File: config.mk
export PLATFORM = sky130hd
export DESIGN_NAME = gerenciador_ativos
export DESIGN_NICKNAME = d
export VERILOG_FILES = /design/src/rtl/ga_pkg.sv /design/src/rtl/ga_arvore_minimo.sv /design/src/rtl/gerenciador_ativos.sv
export SDC_FILE = /design/constraint.sdc
export NUM_CORES = 1
export LEC_CHECK = 0
export BUFFER_PORTS_ARGS = -buffer_cell sky130_fd_sc_hd__buf_2
export CORE_ASPECT_RATIO = 1.2
export CORE_MARGIN = 8
export CORE_UTILIZATION = 47
export CTS_BUF_LIST = sky130_fd_sc_hd__clkbuf_16
export CTS_CLUSTER_SIZE = 30
export DETAILED_ROUTE_END_ITERATION = 6
export PLACE_DENSITY = 0.78
export SLEW_MARGIN = 25
export SYNTH_ARGS = -nofsm -noshare
export SYNTH_HDL_FRONTEND = slang
export SYNTH_SLANG_ARGS = --single-unit
File: constraint.sdc
create_clock -name clk -period 2.05 [get_ports clk]
set_input_delay 0.3075 -clock clk [delete_from_list [all_inputs] [get_ports clk]]
set_output_delay 0.3075 -clock clk [all_outputs]
set_load 0.005 [all_outputs]
File: src/rtl/ga_pkg.sv
// Shared types and constants for the active-node array controller.
// Latency: n/a (declarations only).
// Backpressure: n/a.
package ga_pkg;

  // Controller sequence: accept, search, drive the cell bus, settle.
  typedef enum logic [1:0] {
    IDLE   = 2'd0,
    BUSCA  = 2'd1,
    EXEC   = 2'd2,
    ESPERA = 2'd3
  } ga_estado_t;

  // Criterion that an inactive cell presents; consumers slice it to their width.
  localparam int                            CRITERIO_MAX_WIDTH = 32;
  localparam logic [CRITERIO_MAX_WIDTH-1:0] CRITERIO_INFINITO  = '1;

endpackage

File: src/rtl/ga_arvore_minimo.sv
// Registered unsigned minimum over a flat vector of NUM_ENTRADAS values.
// Latency: 1 cycle from i_valores to o_minimo.
// Backpressure: none; recomputed every cycle.
// Ports: clk/rst_n (async, active-low); i_valores = NUM_ENTRADAS packed values
//        of LARGURA bits (entry i at [i*LARGURA +: LARGURA]); o_minimo = minimum,
//        all-ones while in reset.
module ga_arvore_minimo
  import ga_pkg::*;
#(
  parameter int NUM_ENTRADAS = 8,
  parameter int LARGURA      = 5
) (
  input  logic                            clk,
  input  logic                            rst_n,
  input  logic [NUM_ENTRADAS*LARGURA-1:0] i_valores,
  output logic [LARGURA-1:0]              o_minimo
);

  localparam logic [LARGURA-1:0] INFINITO = CRITERIO_INFINITO[LARGURA-1:0];

  logic [LARGURA-1:0] w_minimo;
  logic [LARGURA-1:0] r_minimo;

  // Reduction starts from all-ones, so any entry count works (no padding to
  // a power of two) and an all-inactive input yields all-ones.
  always_comb begin
    w_minimo = INFINITO;
    for (int i = 0; i < NUM_ENTRADAS; i++) begin
      if (i_valores[i*LARGURA +: LARGURA] < w_minimo) begin
        w_minimo = i_valores[i*LARGURA +: LARGURA];
      end
    end
  end

  always_ff @(posedge clk or negedge rst_n) begin
    if (!rst_n) begin
      r_minimo <= INFINITO;
    end else begin
      r_minimo <= w_minimo;
    end
  end

  assign o_minimo = r_minimo;

endmodule

File: src/rtl/gerenciador_ativos.sv
// Active-node cell controller: looks up an address in the cell array and drives one cell per request.
// Latency: accept -> BUSCA +1, EXEC strobe +2, ready again +4 cycles; one request per 4 cycles.
// Backpressure: ga_ready_out is high only in IDLE; removal wins over update when both are valid.
// Ports: upd_* / rem_* request side (valid/ready); na_* flattened cell status (slot i at [i*W +: W]);
//        ga_* shared cell control bus, registered global criterion minimum, full/empty flags,
//        one-cycle overflow pulse when an update finds neither a match nor a free slot.
module gerenciador_ativos
  import ga_pkg::*;
#(
  parameter int NUM_SLOTS       = 8,
  parameter int ADDR_WIDTH      = 5,
  parameter int DISTANCIA_WIDTH = 5,
  parameter int CRITERIO_WIDTH  = 5,
  parameter int CUSTO_WIDTH     = 4
) (
  input  logic                                clk,
  input  logic                                rst_n,
  input  logic                                upd_valid_in,
  input  logic [ADDR_WIDTH-1:0]               upd_endereco_in,
  input  logic [DISTANCIA_WIDTH-1:0]          upd_distancia_in,
  input  logic [ADDR_WIDTH-1:0]               upd_anterior_in,
  input  logic [CUSTO_WIDTH-1:0]              upd_menor_vizinho_in,
  input  logic                                rem_valid_in,
  input  logic [ADDR_WIDTH-1:0]               rem_endereco_in,
  output logic                                ga_ready_out,
  input  logic [NUM_SLOTS-1:0]                na_ativo_in,
  input  logic [NUM_SLOTS*ADDR_WIDTH-1:0]     na_endereco_in,
  input  logic [NUM_SLOTS*CRITERIO_WIDTH-1:0] na_criterio_in,
  output logic [NUM_SLOTS-1:0]                ga_habilitar_out,
  output logic                                ga_atualizar_out,
  output logic                                ga_desativar_out,
  output logic [ADDR_WIDTH-1:0]               ga_endereco_out,
  output logic [DISTANCIA_WIDTH-1:0]          ga_distancia_out,
  output logic [ADDR_WIDTH-1:0]               ga_anterior_out,
  output logic [CUSTO_WIDTH-1:0]              ga_menor_vizinho_out,
  output logic [CRITERIO_WIDTH-1:0]           ga_criterio_geral_out,
  output logic                                ga_cheio_out,
  output logic                                ga_vazio_out,
  output logic                                ga_overflow_out
);

  localparam logic [NUM_SLOTS-1:0] UM = NUM_SLOTS'(1);

  ga_estado_t r_estado;
  ga_estado_t w_proximo;

  logic                       w_aceita;
  logic                       r_remocao;
  logic [ADDR_WIDTH-1:0]      r_endereco;
  logic [DISTANCIA_WIDTH-1:0] r_distancia;
  logic [ADDR_WIDTH-1:0]      r_anterior;
  logic [CUSTO_WIDTH-1:0]     r_menor_vizinho;

  logic [NUM_SLOTS-1:0] w_iguais;
  logic [NUM_SLOTS-1:0] w_livres;
  logic [NUM_SLOTS-1:0] w_prim_igual;
  logic [NUM_SLOTS-1:0] w_prim_livre;
  logic                 r_achou;
  logic                 r_livre;
  logic [NUM_SLOTS-1:0] r_sel_achou;
  logic [NUM_SLOTS-1:0] r_sel_livre;

  logic r_cheio;
  logic r_vazio;

  assign w_aceita = (r_estado == IDLE) && (rem_valid_in || upd_valid_in);

  // State register
  always_ff @(posedge clk or negedge rst_n) begin
    if (!rst_n) begin
      r_estado <= IDLE;
    end else begin
      r_estado <= w_proximo;
    end
  end

  // Next-state logic
  always_comb begin
    w_proximo = r_estado;
    case (r_estado)
      IDLE:    if (w_aceita) w_proximo = BUSCA;
      BUSCA:   w_proximo = EXEC;
      EXEC:    w_proximo = ESPERA;
      ESPERA:  w_proximo = IDLE;
      default: w_proximo = IDLE;
    endcase
  end

  // Request holding registers; a removal carries only its address.
  always_ff @(posedge clk or negedge rst_n) begin
    if (!rst_n) begin
      r_remocao       <= 1'b0;
      r_endereco      <= '0;
      r_distancia     <= '0;
      r_anterior      <= '0;
      r_menor_vizinho <= '0;
    end else if (w_aceita) begin
      r_remocao <= rem_valid_in;
      if (rem_valid_in) begin
        r_endereco      <= rem_endereco_in;
        r_distancia     <= '0;
        r_anterior      <= '0;
        r_menor_vizinho <= '0;
      end else begin
        r_endereco      <= upd_endereco_in;
        r_distancia     <= upd_distancia_in;
        r_anterior      <= upd_anterior_in;
        r_menor_vizinho <= upd_menor_vizinho_in;
      end
    end
  end

  // Address match only counts on active cells; stale addresses in free cells are ignored.
  always_comb begin
    w_iguais = '0;
    for (int i = 0; i < NUM_SLOTS; i++) begin
      w_iguais[i] = na_ativo_in[i] && (na_endereco_in[i*ADDR_WIDTH +: ADDR_WIDTH] == r_endereco);
    end
  end

  assign w_livres = ~na_ativo_in;

  // x & -x isolates the lowest set bit: lowest-index priority as a one-hot.
  assign w_prim_igual = w_iguais & (~w_iguais + UM);
  assign w_prim_livre = w_livres & (~w_livres + UM);

  always_ff @(posedge clk or negedge rst_n) begin
    if (!rst_n) begin
      r_achou     <= 1'b0;
      r_livre     <= 1'b0;
      r_sel_achou <= '0;
      r_sel_livre <= '0;
    end else if (r_estado == BUSCA) begin
      r_achou     <= |w_iguais;
      r_livre     <= |w_livres;
      r_sel_achou <= w_prim_igual;
      r_sel_livre <= w_prim_livre;
    end
  end

  // Output logic: control strobes exist only in EXEC.
  always_comb begin
    ga_ready_out     = 1'b0;
    ga_habilitar_out = '0;
    ga_atualizar_out = 1'b0;
    ga_desativar_out = 1'b0;
    ga_overflow_out  = 1'b0;
    case (r_estado)
      IDLE: ga_ready_out = 1'b1;
      EXEC: begin
        if (r_remocao) begin
          if (r_achou) begin
            ga_habilitar_out = r_sel_achou;
            ga_desativar_out = 1'b1;
          end
        end else if (r_achou) begin
          ga_habilitar_out = r_sel_achou;
          ga_atualizar_out = 1'b1;
        end else if (r_livre) begin
          ga_habilitar_out = r_sel_livre;
          ga_atualizar_out = 1'b1;
        end else begin
          ga_overflow_out = 1'b1;
        end
      end
      default: ;
    endcase
  end

  // Broadcast buses carry the held request from BUSCA through ESPERA only.
  assign ga_endereco_out      = (r_estado == IDLE) ? '0 : r_endereco;
  assign ga_distancia_out     = (r_estado == IDLE) ? '0 : r_distancia;
  assign ga_anterior_out      = (r_estado == IDLE) ? '0 : r_anterior;
  assign ga_menor_vizinho_out = (r_estado == IDLE) ? '0 : r_menor_vizinho;

  always_ff @(posedge clk or negedge rst_n) begin
    if (!rst_n) begin
      r_cheio <= 1'b0;
      r_vazio <= 1'b1;
    end else begin
      r_cheio <= &na_ativo_in;
      r_vazio <= ~|na_ativo_in;
    end
  end

  assign ga_cheio_out = r_cheio;
  assign ga_vazio_out = r_vazio;

  ga_arvore_minimo #(
    .NUM_ENTRADAS (NUM_SLOTS),
    .LARGURA      (CRITERIO_WIDTH)
  ) u_minimo (
    .clk       (clk),
    .rst_n     (rst_n),
    .i_valores (na_criterio_in),
    .o_minimo  (ga_criterio_geral_out)
  );

endmodule
==> summary.md, run 1 <==
| Metric | Value |
|---|---|
| Net count after synthesis | 702 |
| Diode count | 0 |
| Height of the die | 125.4 um |
| Initial cell density of the core | 47.53% |
| Count of buffers from port buffering | 153 |
| Antenna violations before repair | 0 |
| Clock slew at reported path FFs | 0.06 ns |
| I/O pin cnt | 154 |
| Final Critical Period | 8.736 ns |
| Final setup margin | -6.686 ns |
| Failing checks | negative setup slack |
| Core region area | 9859 um^2 |
| Critical Path Sink Type | register |
| PnR Total Power | 10.10 mW |
| Post-DR vias/cell | 5.717 |
| Library cell with the largest summed area after synthesis | sky130_fd_sc_hd__dfrtp_1 |
| Count of cell types in the netlist | 89 |
| Proportion of netlist area held by the largest area contributor | 21.90% |
| Share of final-layout standard cells stronger than drive strength 1 | 52.10% |
| Fin crit share | 426.1% |
| Number of remaining DRC errors | 0 |
| Highest attainable clock frequency | 114.5 MHz |
| Dominant cells by area after synthesis | sky130_fd_sc_hd__dfrtp_1 22%, sky130_fd_sc_hd__xor2_1 6.0%, sky130_fd_sc_hd__o21ai_0 4.3% |
| Power per standard cell area | 1288 nW/um^2 |
| Critical setup path kind | in2reg |
| Area delta synth->final | 67.45% |
| Final count of pins violating max slew | 0 |
| Placement row count | 40 |
| Number of warnings reported in the yosys synthesis log | 0 |
| Slew headroom | 65.99% |
| Delay contributed by the slowest stage of the critical path | 0.40 ns |
| Unrepaired setup endpoints after global routing | true |
| # H-tree levels | 2 |
| Most frequent cell after synthesis | sky130_fd_sc_hd__inv_1 |
| DR iter-0 viols | 360 |
| Maximum ir drop on the vdd rail | 0.0008030 V |
| Startpoint Class | primary input |
| Arrival @ worst endpoint | 8.96 ns |
| Measured slew at the worst slew-check pin | 0.5056 ns |
| GPL Wtd Cong | 0.9084 |
| Register area share after synthesis | 25.26% |
| Number of global-route vias before repair | 6329 |
| Clk root buf | sky130_fd_sc_hd__clkbuf_16 |
| Remaining Overflow, GRT | 0 |
| Total number of nets in the final design | 1059 |
| Count of antenna-violating nets left after detailed routing | 0 |
| Number of buffers created by CTS | 5 |
| Number of synthesized register bits | 47 |
| GRT Util Overall | 27.21% |
| Total routed wirelength | 19.54 mm |
| Max-Cap Viols | 0 |
| Setup slack of the most critical reg-to-reg path | 0.04 ns |
| Final Cell Area | 7846 um^2 |
| Top flip-flop cell by instance count after synthesis | sky130_fd_sc_hd__dfrtp_1 |
| Required arrival time at the worst endpoint | 2.27 ns |
| Clock latency on the worst-skew pair | 0.29 ns |
| Clock tree from TritonCTS | done |
| Total via count in the routed design | 6031 |
| Async set-or-reset flop fraction in the synthesized netlist | 100.0% |
| Result of the run | finished with violations |
| Drt pass-1 iters | 6 |
| Biggest fanout along the worst timing path | 5 |
| Post-synthesis instance area | 4686 um^2 |
| Mean post-synth cell area | 8.206 um^2 |
| Leakage Power | 3.833 nW |
| Final count of hold timing violations | 0 |
| Die X | 107.2 um |
| Die Area | 13430 um^2 |
| Setup-violating endpoint count in the final report | 5 |
| Clock Tree Buf Depth | 2 |
| Worst hold path class | in2reg |
| Half-perimeter wire length after placement | 14.90 mm |
| Worst-path cell with the longest stage delay | sky130_fd_sc_hd__a2111oi_4 |
| Most frequent CP cell | sky130_fd_sc_hd__ha_4 |
| Most common library cells after synthesis | 48 x sky130_fd_sc_hd__inv_1, 43 x sky130_fd_sc_hd__nand2_1, 41 x sky130_fd_sc_hd__dfrtp_1 |
| Global-route wire length before repair | 30.15 mm |
| Number of enable-type register cells in the synthesized netlist | 0 |
| Number of sinks on the clock net | 47 |
| Final clock skew | 0.005824 ns |
| Post-DR wirelength/cell | 18.53 um |
| Largest net degree at the start of global routing | 26 |
| Post-place instance area | 7063 um^2 |
| Number of standard cells after synthesis | 571 |
## timing repair
action | in CTS | in global routing
hold buffers | 1 | 0
endpoints found under the hold margin | 10 | 0
setup endpoints to repair | 13 | 22
setup buffers | 33 | 12
gates cloned | 0 | 0
gates resized for setup | 40 | 30
pin swaps | 40 | 36
## final timing paths
check | start | to | depth (start not counted)
worst min-delay path | upd_anterior_in[2] | r_anterior[2]$_DFFE_PN0P_ | 3
worst max register to register | r_endereco[4]$_DFFE_PN0P_ | r_achou$_DFFE_PN0N_ | 10
worst max-delay path | na_criterio_in[4] | u_minimo.o_minimo[4]$_DFF_PN1_ | 48
max in group asynchronous | rst_n | u_minimo.o_minimo[2]$_DFF_PN1_ | 3
min in group asynchronous | rst_n | r_endereco[4]$_DFFE_PN0P_ | 2
worst min register to register | r_menor_vizinho[3]$_DFFE_PN0P_ | r_menor_vizinho[3]$_DFFE_PN0P_ | 2
## registers in the layout, summed over array words and instances (netlist names)
name	flops
ga_cheio_out	1
ga_vazio_out	1
r_achou	1
r_anterior	5
r_distancia	5
r_endereco	5
r_estado	2
r_livre	1
r_menor_vizinho	4
r_remocao	1
r_sel_achou	8
r_sel_livre	8
u_minimo.o_minimo	5
## kinds of logic after synthesis
family | after synthesis | share of synthesized area (%)
buffers and inverters | 70 | 5.821
xor gates and xnor gates | 40 | 7.477
AOI/OAI and AO/OA | 172 | 28.92
and+or+nand+nor | 207 | 24.09
DFF | 47 | 25.26
adders and majority gates | 15 | 4.005
muxes | 20 | 4.432
## metal layers
layer  track usage (%)  vias to the layer above  routed length (um)  part of all wire [%]
met5                 0                        -                   0                     0
met3             4.419                       78                1399                   7.2
met4             13.86                        0                 862                   4.4
met2             50.22                      298               10240                    52
li1                  -                     2817                   -                     -
met1             28.50                     2838                7043                    36
## layout by cell type, fill, tap and decap left out, types with 5 or more instances in the layout
cell type and n:
sky130_fd_sc_hd__dfstp_2 6, sky130_fd_sc_hd__xor2_1 32, sky130_fd_sc_hd__buf_2 151, sky130_fd_sc_hd__a21oi_1 8
sky130_fd_sc_hd__mux2i_1 11, sky130_fd_sc_hd__dfrtp_1 38, sky130_fd_sc_hd__o31ai_4 6, sky130_fd_sc_hd__inv_2 6
sky130_fd_sc_hd__nor2_1 26, sky130_fd_sc_hd__nor4_1 10, sky130_fd_sc_hd__o21ai_0 35, sky130_fd_sc_hd__o21ai_1 6
sky130_fd_sc_hd__nand2b_1 22, sky130_fd_sc_hd__a211oi_1 11, sky130_fd_sc_hd__o22ai_1 7, sky130_fd_sc_hd__and2_1 5
sky130_fd_sc_hd__nor2b_1 27, sky130_fd_sc_hd__o21a_1 6, sky130_fd_sc_hd__a22o_1 10, sky130_fd_sc_hd__clkbuf_16 5
sky130_fd_sc_hd__inv_1 41, sky130_fd_sc_hd__o211ai_1 6, sky130_fd_sc_hd__xnor2_1 8, sky130_fd_sc_hd__nor3_1 6
sky130_fd_sc_hd__nand3_1 12, sky130_fd_sc_hd__buf_6 6, sky130_fd_sc_hd__and3_1 7, sky130_fd_sc_hd__buf_4 213
sky130_fd_sc_hd__ha_4 11, sky130_fd_sc_hd__nand2_1 41
## area by class of cell
| cell class | instances | area, um^2 |
|---|---|---|
| well taps | 126 | 157.7 |
| clock buffers | 5 | 125.1 |
| flip-flops and latches | 47 | 1187 |
| clock inverters | 3 | 11.26 |
| multi-input cells | 454 | 3717 |
| repair buffers | 372 | 2452 |
| inverters | 48 | 195.2 |
| fillers | 667 | 2013 |
## critical path: cells and delay by family
| family | cells | cell delay (ns) |
|---|---|---|
| buf+inv | 10 | 1.00 |
| simple gates | 11 | 1.84 |
| fa+ha+maj | 6 | 1.66 |
| mux | 3 | 0.75 |
| compound gates | 18 | 3.37 |
## metrics by stage
stage               hold slack, ns  TNS (ns)  setup slack, ns  std cells  utilization, %
floorplan                  0.01191    -34.18           -6.983        571               -
global placement            0.2141    -33.46           -6.789       1003           71.64
detailed placement          0.2140    -35.39           -7.165       1003           71.64
CTS                         0.2655    -32.05           -6.474       1045           77.55
global route                0.2878    -34.80           -7.025       1055           79.58
finish                      0.2660    -33.06           -6.686       1055           79.58
## report_power, final
part           internal, mW  total (mW)  switching (mW)
Sequential             1.31        1.57           0.263
Combinational          4.10        7.75            3.65
Clock                 0.440       0.785           0.346
Power figures use the tool's default switching activity.
==> inputs of run 2 (changes only) <==
--- a/config.mk
+++ b/config.mk
@@ -9,3 +9,3 @@
 export CORE_ASPECT_RATIO = 1.2
-export CORE_MARGIN = 8
+export CORE_MARGIN = 1
 export CORE_UTILIZATION = 47
==> constraint.sdc (replaced) <==
create_clock -name clk -period 2.05 [get_ports clk]
set_input_delay 0.1025 -clock clk [delete_from_list [all_inputs] [get_ports clk]]
set_output_delay 0.1025 -clock clk [all_outputs]
set_load 0.005 [all_outputs]
==> run 2 against run 1 <==
Compared with the run above:
- the run still ends with negative setup slack left
- combinational power down 9.3%
- worst hold slack got worse by 0.20 ns
- global-route usage rose by 5.8 points
- clock power down 1%
- sequential cell count unchanged
- worst setup slack gained 0.36 ns
- utilization decreased by 0.89 points
- critical path depth down 4
- final cell count fell by 3.1%
- largest cell class unchanged
==> summary.md, run 2 (synthesized netlist as in run 1, its figures left out) <==
| Metric | Value |
|---|---|
| Number of global-route vias before repair | 5997 (was 6329) |
| Biggest fanout along the worst timing path | 7 (was 5) |
| # H-tree levels | 2 (unchanged) |
| Worst Hold Endpoint | r_distancia[1]$_DFFE_PN0P_ (was r_anterior[2]$_DFFE_PN0P_) |
| Worst-path cell with the longest stage delay | sky130_fd_sc_hd__or4b_4 (was sky130_fd_sc_hd__a2111oi_4) |
| Clock latency on the worst-skew pair | 0.29 ns (about the same) |
| Unrepaired setup endpoints after global routing | true (unchanged) |
| Die X | 93.15 um (was 107.2 um) |
| Drt pass-1 iters | 5 (was 6) |
| I/O pin cnt | 154 (unchanged) |
| Final count of hold timing violations | 0 (unchanged) |
| Start point of the worst hold path | upd_distancia_in[1] (was upd_anterior_in[2]) |
| Final setup margin | -6.324 ns (was -6.686 ns) |
| Setup slack of the most critical reg-to-reg path | 0.04 ns (about the same) |
| Failing checks | negative setup slack (unchanged) |
| Leakage Power | 3.683 nW (was 3.833 nW) |
| Critical setup path kind | in2reg (unchanged) |
| Total via count in the routed design | 5888 (was 6031) |
| Measured slew at the worst slew-check pin | 0.7959 ns (was 0.5056 ns) |
| Startpoint of the worst-slack reg-to-reg timing path | r_endereco[4]$_DFFE_PN0P_ (unchanged) |
| Final Cell Area | 7565 um^2 (was 7846 um^2) |
| Max-Cap Viols | 0 (unchanged) |
| Clock slew at reported path FFs | 0.06 ns (about the same) |
| Number of cells traversed by the worst hold path | 3 (unchanged) |
| GPL Wtd Cong | 0.9360 (was 0.9084) |
| Height of the die | 111.4 um (was 125.4 um) |
| Half-perimeter wire length after placement | 13.71 mm (was 14.90 mm) |
| Arrival @ worst endpoint | 8.59 ns (was 8.96 ns) |
| Count of antenna-violating nets left after detailed routing | 0 (unchanged) |
| Number of buffers created by CTS | 5 (unchanged) |
| Maximum ir drop on the vdd rail | 0.0008727 V (was 0.0008030 V) |
| Fraction of power consumed by combinational cells | 75.1% (was 76.7%) |
| Post-place instance area | 7019 um^2 (was 7063 um^2) |
| Required arrival time at the worst endpoint | 2.27 ns (about the same) |
| Setup-violating endpoint count in the final report | 5 (unchanged) |
| Total number of nets in the final design | 1029 (was 1059) |
| Initial cell density of the core | 48.74% (was 47.53%) |
| Die Area | 10380 um^2 (was 13430 um^2) |
| Area delta synth->final | 61.44% (was 67.45%) |
| Share of final-layout standard cells stronger than drive strength 1 | 50.28% (was 52.10%) |
| Remaining Overflow, GRT | 0 (unchanged) |
| Number of remaining DRC errors | 0 (unchanged) |
| Diode count | 0 (unchanged) |
| Highest attainable clock frequency | 119.4 MHz (was 114.5 MHz) |
| Total Negative Setup Slacks | -31.13 ns (was -33.06 ns) |
| Final clock skew | 0.004942 ns (was 0.005824 ns) |
| Highest-count cells in the layout ignoring fill and taps | 186 x sky130_fd_sc_hd__buf_4, 151 x sky130_fd_sc_hd__buf_2, 43 x sky130_fd_sc_hd__inv_1, 40 x sky130_fd_sc_hd__nand2_1, 38 x sky130_fd_sc_hd__dfrtp_1 (was 213 x sky130_fd_sc_hd__buf_4, 151 x sky130_fd_sc_hd__buf_2, 41 x sky130_fd_sc_hd__nand2_1, 41 x sky130_fd_sc_hd__inv_1, 38 x sky130_fd_sc_hd__dfrtp_1) |
| DR iter-0 viols | 270 (was 360) |
| Worst hold path class | in2reg (unchanged) |
| Largest registers ranked by flip-flop count | r_sel_achou: 8 flops, r_sel_livre: 8 flops (unchanged) |
| Number of sinks on the clock net | 47 (unchanged) |
| Delay contributed by the slowest stage of the critical path | 0.54 ns (was 0.40 ns) |
| Slew headroom | 46.74% (was 65.99%) |
| Post-DR vias/cell | 5.761 (was 5.717) |
| Power per standard cell area | 1237 nW/um^2 (was 1288 nW/um^2) |
| Commonest non-fill, non-tap cell in the layout | sky130_fd_sc_hd__buf_4 (unchanged) |
| Switching power of the nets | 4.019 mW (was 4.259 mW) |
| Reg-to-reg critical path endpoint | r_sel_achou[7]$_DFFE_PN0N_ (was r_achou$_DFFE_PN0N_) |
| Clk root buf | sky130_fd_sc_hd__clkbuf_16 (unchanged) |
| Placement row count | 39 (was 40) |
| Result of the run | finished with violations (unchanged) |
| Largest net degree at the start of global routing | 39 (was 26) |
| Clock power share | 8.3% (was 7.8%) |
| Clock tree from TritonCTS | done (unchanged) |
| Total routed wirelength | 17.87 mm (was 19.54 mm) |
| Post-route non-filler standard cell count | 1022 (was 1055) |
| Clock Tree Buf Depth | 2 (unchanged) |
| Post-DR wirelength/cell | 17.48 um (was 18.53 um) |
| Fraction of power spent switching nets | 42.95% (was 42.16%) |
| Final Critical Period | 8.374 ns (was 8.736 ns) |
| Cell depth of the worst flop-to-flop path | 9 (was 10) |
| Startpoint Class | primary input (unchanged) |
| Global-route wire length before repair | 27.46 mm (was 30.15 mm) |
| Number of placed cells counting well taps | 992 (was 1003) |
| Int Power | 5.338 mW (was 5.843 mW) |
| Count of buffers from port buffering | 153 (unchanged) |
| Core region area | 9613 um^2 (was 9859 um^2) |
| Antenna violations before repair | 1 (was 0) |
| Critical Path Sink Type | register (unchanged) |
| GRT Util Overall | 33.01% (was 27.21%) |
| Sequential share of power | 16.6% (was 15.5%) |
| Fin crit share | 408.5% (was 426.1%) |
| Final count of pins violating max slew | 0 (unchanged) |
[run 2: cell types whose count changed in the layout (fill, tap and decap cells not counted), sizes merged]
cell,before,now
buf,371,341
[run 2: cell type report]
type,count,area [um^2]
flip-flops and latches,47,1187
clock inverters,3,11.26
multi-input cells,454,3670
repair buffers,342,2225
inverters,48,192.7
fillers,659,2048
well taps,123,153.9
clock buffers,5,125.1
[run 2: timing repair]
item	4_1_cts	5_1_grt
gates resized for setup	26	28
endpoints found under the setup margin	6	10
pin swaps	28	25
hold buffers	1	0
buffers inserted	15	7
hold endpoints to repair	25	0
[run 2: power by group through the flow]
stage          clock [mW]  sequential (mW)  combinational, mW
4_1_cts             0.777             1.54               6.45
6_report            0.775             1.55               7.03
5_1_grt             0.817             1.59               7.55
2_1_floorplan           0             1.42               3.63
3_5_place_dp            0             1.54               6.03
3_3_place_gp            0             1.53               5.74
[run 2: routing by layer]
metal	track usage [%]	vias up	share of wire [%]
met1	35.57	2764	38
li1	-	2763	-
met3	5.601	90	5.4
met4	17.74	2	5.6
met2	60.34	269	51
met5	0	-	0.073
[run 2: worst max-delay path: cells and delay by family]
kind,cells,cell delay (ns)
AO/OA/AOI/OAI,17,2.85
adder cells (fa/ha/maj),7,1.95
buffers and inverters,5,0.46
multiplexers,4,0.99
AND/OR/NAND/NOR,11,2.23
[run 2: metrics by stage]
stage / power (mW) / worst slack [ns] / util, % / hold WS, ns
2_1_floorplan: 5.054 / -6.778 / - / -0.1931
3_3_place_gp: 7.272 / -6.664 / 72.94 / 0.1584
3_5_place_dp: 7.577 / -6.966 / 73.02 / 0.1592
4_1_cts: 8.768 / -6.263 / 77.09 / 0.06072
5_1_grt: 9.959 / -6.750 / 78.69 / 0.06886
6_report: 9.357 / -6.324 / 78.69 / 0.06453
[run 2: worst max-delay path by stage]
stage	start	endpoint	slack, ns	depth (start not counted)
after floorplan	na_criterio_in[4]	u_minimo.o_minimo[1]$_DFF_PN1_	-6.78	46
after global placement	na_criterio_in[4]	u_minimo.o_minimo[3]$_DFF_PN1_	-6.66	41
after detailed placement	na_criterio_in[4]	u_minimo.o_minimo[3]$_DFF_PN1_	-6.97	42
after CTS	na_criterio_in[4]	u_minimo.o_minimo[3]$_DFF_PN1_	-6.26	45
after global routing	na_criterio_in[4]	u_minimo.o_minimo[1]$_DFF_PN1_	-6.75	50
final	na_criterio_in[9]	u_minimo.o_minimo[3]$_DFF_PN1_	-6.32	44
==> inputs of run 3 (changes only) <==
==> constraint.sdc (replaced) <==
create_clock -name clk -period 2.05 [get_ports clk]
set_input_delay 0.41 -clock clk [delete_from_list [all_inputs] [get_ports clk]]
set_output_delay 0.41 -clock clk [all_outputs]
set_load 0.005 [all_outputs]
==> run 3 against run 2 <==
Compared with the run above:
- the run still ends with negative setup slack left
- sequential cell count unchanged
- register-to-register slack gained 0.04 ns
- sequential share of layout area fell by 0.11 points
- clock-buffer cell count unchanged
- die area is the same
- worst hold slack better by 0.033 ns
- largest cell class unchanged
==> summary.md, run 3 (synthesized netlist as in run 1, its figures left out) <==
| Metric | Value |
|---|---|
| Measured slew at the worst slew-check pin | 0.7671 ns (was 0.7959 ns) |
| Number of buffers created by CTS | 5 (unchanged) |
| Clock tree from TritonCTS | done (unchanged) |
| Buffer and inverter count on the worst path | 9 (was 5) |
| GPL Wtd Cong | 1.002 (was 0.9360) |
| Clock slew at reported path FFs | 0.06 ns (about the same) |
| Final count of hold timing violations | 0 (unchanged) |
| Height of the die | 111.4 um (unchanged) |
| Total routed wirelength | 17.67 mm (was 17.87 mm) |
| Worst hold path class | in2async (was in2reg) |
| Clock Tree Buf Depth | 2 (unchanged) |
| Setup-violating endpoint count in the final report | 5 (unchanged) |
| Antenna violations before repair | 1 (unchanged) |
| PnR Total Power | 9.406 mW (was 9.357 mW) |
| Highest-count cells in the layout ignoring fill and taps | 177 x sky130_fd_sc_hd__buf_4, 150 x sky130_fd_sc_hd__buf_2, 41 x sky130_fd_sc_hd__inv_1, 40 x sky130_fd_sc_hd__nand2_1 (was 186 x sky130_fd_sc_hd__buf_4, 151 x sky130_fd_sc_hd__buf_2, 43 x sky130_fd_sc_hd__inv_1, 40 x sky130_fd_sc_hd__nand2_1, 38 x sky130_fd_sc_hd__dfrtp_1) |
| Commonest non-fill, non-tap cell in the layout | sky130_fd_sc_hd__buf_4 (unchanged) |
| Critical Path Sink Type | register (unchanged) |
| Post-layout util | 79.32% (was 78.69%) |
| Number of placed cells counting well taps | 983 (was 992) |
| Failing checks | negative setup slack (unchanged) |
| Arrival @ worst endpoint | 9.08 ns (was 8.59 ns) |
| Remaining Overflow, GRT | 0 (unchanged) |
| Area delta synth->final | 62.72% (was 61.44%) |
| Final setup margin | -6.816 ns (was -6.324 ns) |
| I/O pin cnt | 154 (unchanged) |
| Unrepaired setup endpoints after global routing | true (unchanged) |
| # H-tree levels | 2 (unchanged) |
| Required arrival time at the worst endpoint | 2.27 ns (about the same) |
| Clk root buf | sky130_fd_sc_hd__clkbuf_16 (unchanged) |
| Die Area | 10380 um^2 (unchanged) |
| Initial cell density of the core | 48.74% (unchanged) |
| GRT Util Overall | 32.44% (was 33.01%) |
| Final count of pins violating max slew | 0 (unchanged) |
| Count of antenna-violating nets left after detailed routing | 0 (unchanged) |
| Most frequent CP cell | sky130_fd_sc_hd__ha_4 |
| Number of global-route vias before repair | 5910 (was 5997) |
| Placement row count | 39 (unchanged) |
| Leakage Power | 3.684 nW (was 3.683 nW) |
| Count of hold buffers inserted by post-cts repair | 0 (was 1) |
| Core region area | 9613 um^2 (unchanged) |
| Post-place instance area | 6952 um^2 (was 7019 um^2) |
| Worst-path cell with the longest stage delay | sky130_fd_sc_hd__or4b_4 (unchanged) |
| Post-route non-filler standard cell count | 1017 (was 1022) |
| Fin crit share | 432.5% (was 408.5%) |
| Total via count in the routed design | 5864 (was 5888) |
| Final Critical Period | 8.866 ns (was 8.374 ns) |
| Drt pass-1 iters | 5 (unchanged) |
| Post-DR vias/cell | 5.766 (was 5.761) |
| Half-perimeter wire length after placement | 13.40 mm (was 13.71 mm) |
| Post-DR wirelength/cell | 17.37 um (was 17.48 um) |
| Tightest hold margin | 0.09742 ns (was 0.06453 ns) |
| Global-route wire length before repair | 26.94 mm (was 27.46 mm) |
| Startpoint Class | primary input (unchanged) |
| Max-Cap Viols | 0 (unchanged) |
| Delay contributed by the slowest stage of the critical path | 0.55 ns (was 0.54 ns) |
| Kind of cell adding the most delay to the critical path | compound AO/OA/AOI/OAI gates (unchanged) |
| Final clock skew | 0.006646 ns (was 0.004942 ns) |
| Count of buffers from port buffering | 153 (unchanged) |
| Largest net degree at the start of global routing | 39 (unchanged) |
| DR iter-0 viols | 272 (was 270) |
| Clock latency on the worst-skew pair | 0.29 ns (about the same) |
| Critical setup path kind | in2reg (unchanged) |
| Biggest fanout along the worst timing path | 6 (was 7) |
| Total number of nets in the final design | 1023 (was 1029) |
| Number of sinks on the clock net | 47 (unchanged) |
| Result of the run | finished with violations (unchanged) |
| Highest attainable clock frequency | 112.8 MHz (was 119.4 MHz) |
| Largest registers ranked by flip-flop count | r_sel_achou: 8 flops, r_sel_livre: 8 flops (unchanged) |
| Slew headroom | 48.67% (was 46.74%) |
| Final Cell Area | 7625 um^2 (was 7565 um^2) |
| Number of remaining DRC errors | 0 (unchanged) |
| Power per standard cell area | 1234 nW/um^2 (was 1237 nW/um^2) |
| Die X | 93.15 um (unchanged) |
| Maximum ir drop on the vdd rail | 0.0007560 V (was 0.0008727 V) |
| Share of final-layout standard cells stronger than drive strength 1 | 51.29% (was 50.28%) |
run 3: path summary, 6_finish.rpt:
check | from | endpoint | slack, ns | cells after the start
worst max-delay path | na_criterio_in[4] | u_minimo.o_minimo[4]$_DFF_PN1_ | -6.82 | 49
worst min-delay path | rst_n | r_livre$_DFFE_PN0N_ | 0.1 | 1
worst max register to register | r_endereco[3]$_DFFE_PN0P_ | r_sel_achou[4]$_DFFE_PN0N_ | 0.08 | 9
worst min register to register | r_distancia[2]$_DFFE_PN0P_ | r_distancia[2]$_DFFE_PN0P_ | 0.47 | 2
max in group asynchronous | rst_n | r_sel_achou[3]$_DFFE_PN0N_ | 1.36 | 2
min in group clk | na_ativo_in[2] | ga_vazio_out$_DFF_PN1_ | 0.37 | 3
run 3: power breakdown:
group | total, mW | internal [mW] | switching [mW]
logic | 7.07 | 3.64 | 3.43
clock network | 0.772 | 0.439 | 0.333
registers | 1.56 | 1.31 | 0.257
total | 9.41 | 5.39 | 4.02
run 3: cell type report:
cell class	count	area, um^2
clock buffers	5	125.1
inverters	48	192.7
fillers	611	1988
flip-flops and latches	47	1189
repair buffers	336	2198
diodes	1	2.502
well taps	123	153.9
clock inverters	3	11.26
multi-input cells	454	3752
run 3: timing repair:
item | in CTS | in global routing
hold endpoints to repair | 0 | 0
pin swaps | 44 | 36
resized for setup | 43 | 31
endpoints found under the setup margin | 13 | 18
setup buffers | 18 | 9
run 3: through the flow:
| stage | worst slack [ns] | TNS, ns |
|---|---|---|
| finish | -6.816 | -33.64 |
| global route | -7.236 | -35.91 |
| CTS | -6.481 | -32.08 |
| detailed placement | -7.162 | -35.42 |
| global placement | -6.895 | -34.02 |
| floorplan | -7.086 | -34.70 |
run 3: layer usage:
metal | wire, um | part of all wire [%] | up-vias | track usage [%]
met4 | 820 | 4.6 | 2 | 15.59
li1 | - | - | 2748 | -
met5 | 13 | 0.074 | - | 0
met3 | 1088 | 6.2 | 74 | 4.303
met2 | 9071 | 51 | 280 | 59.56
met1 | 6673 | 38 | 2760 | 36.28
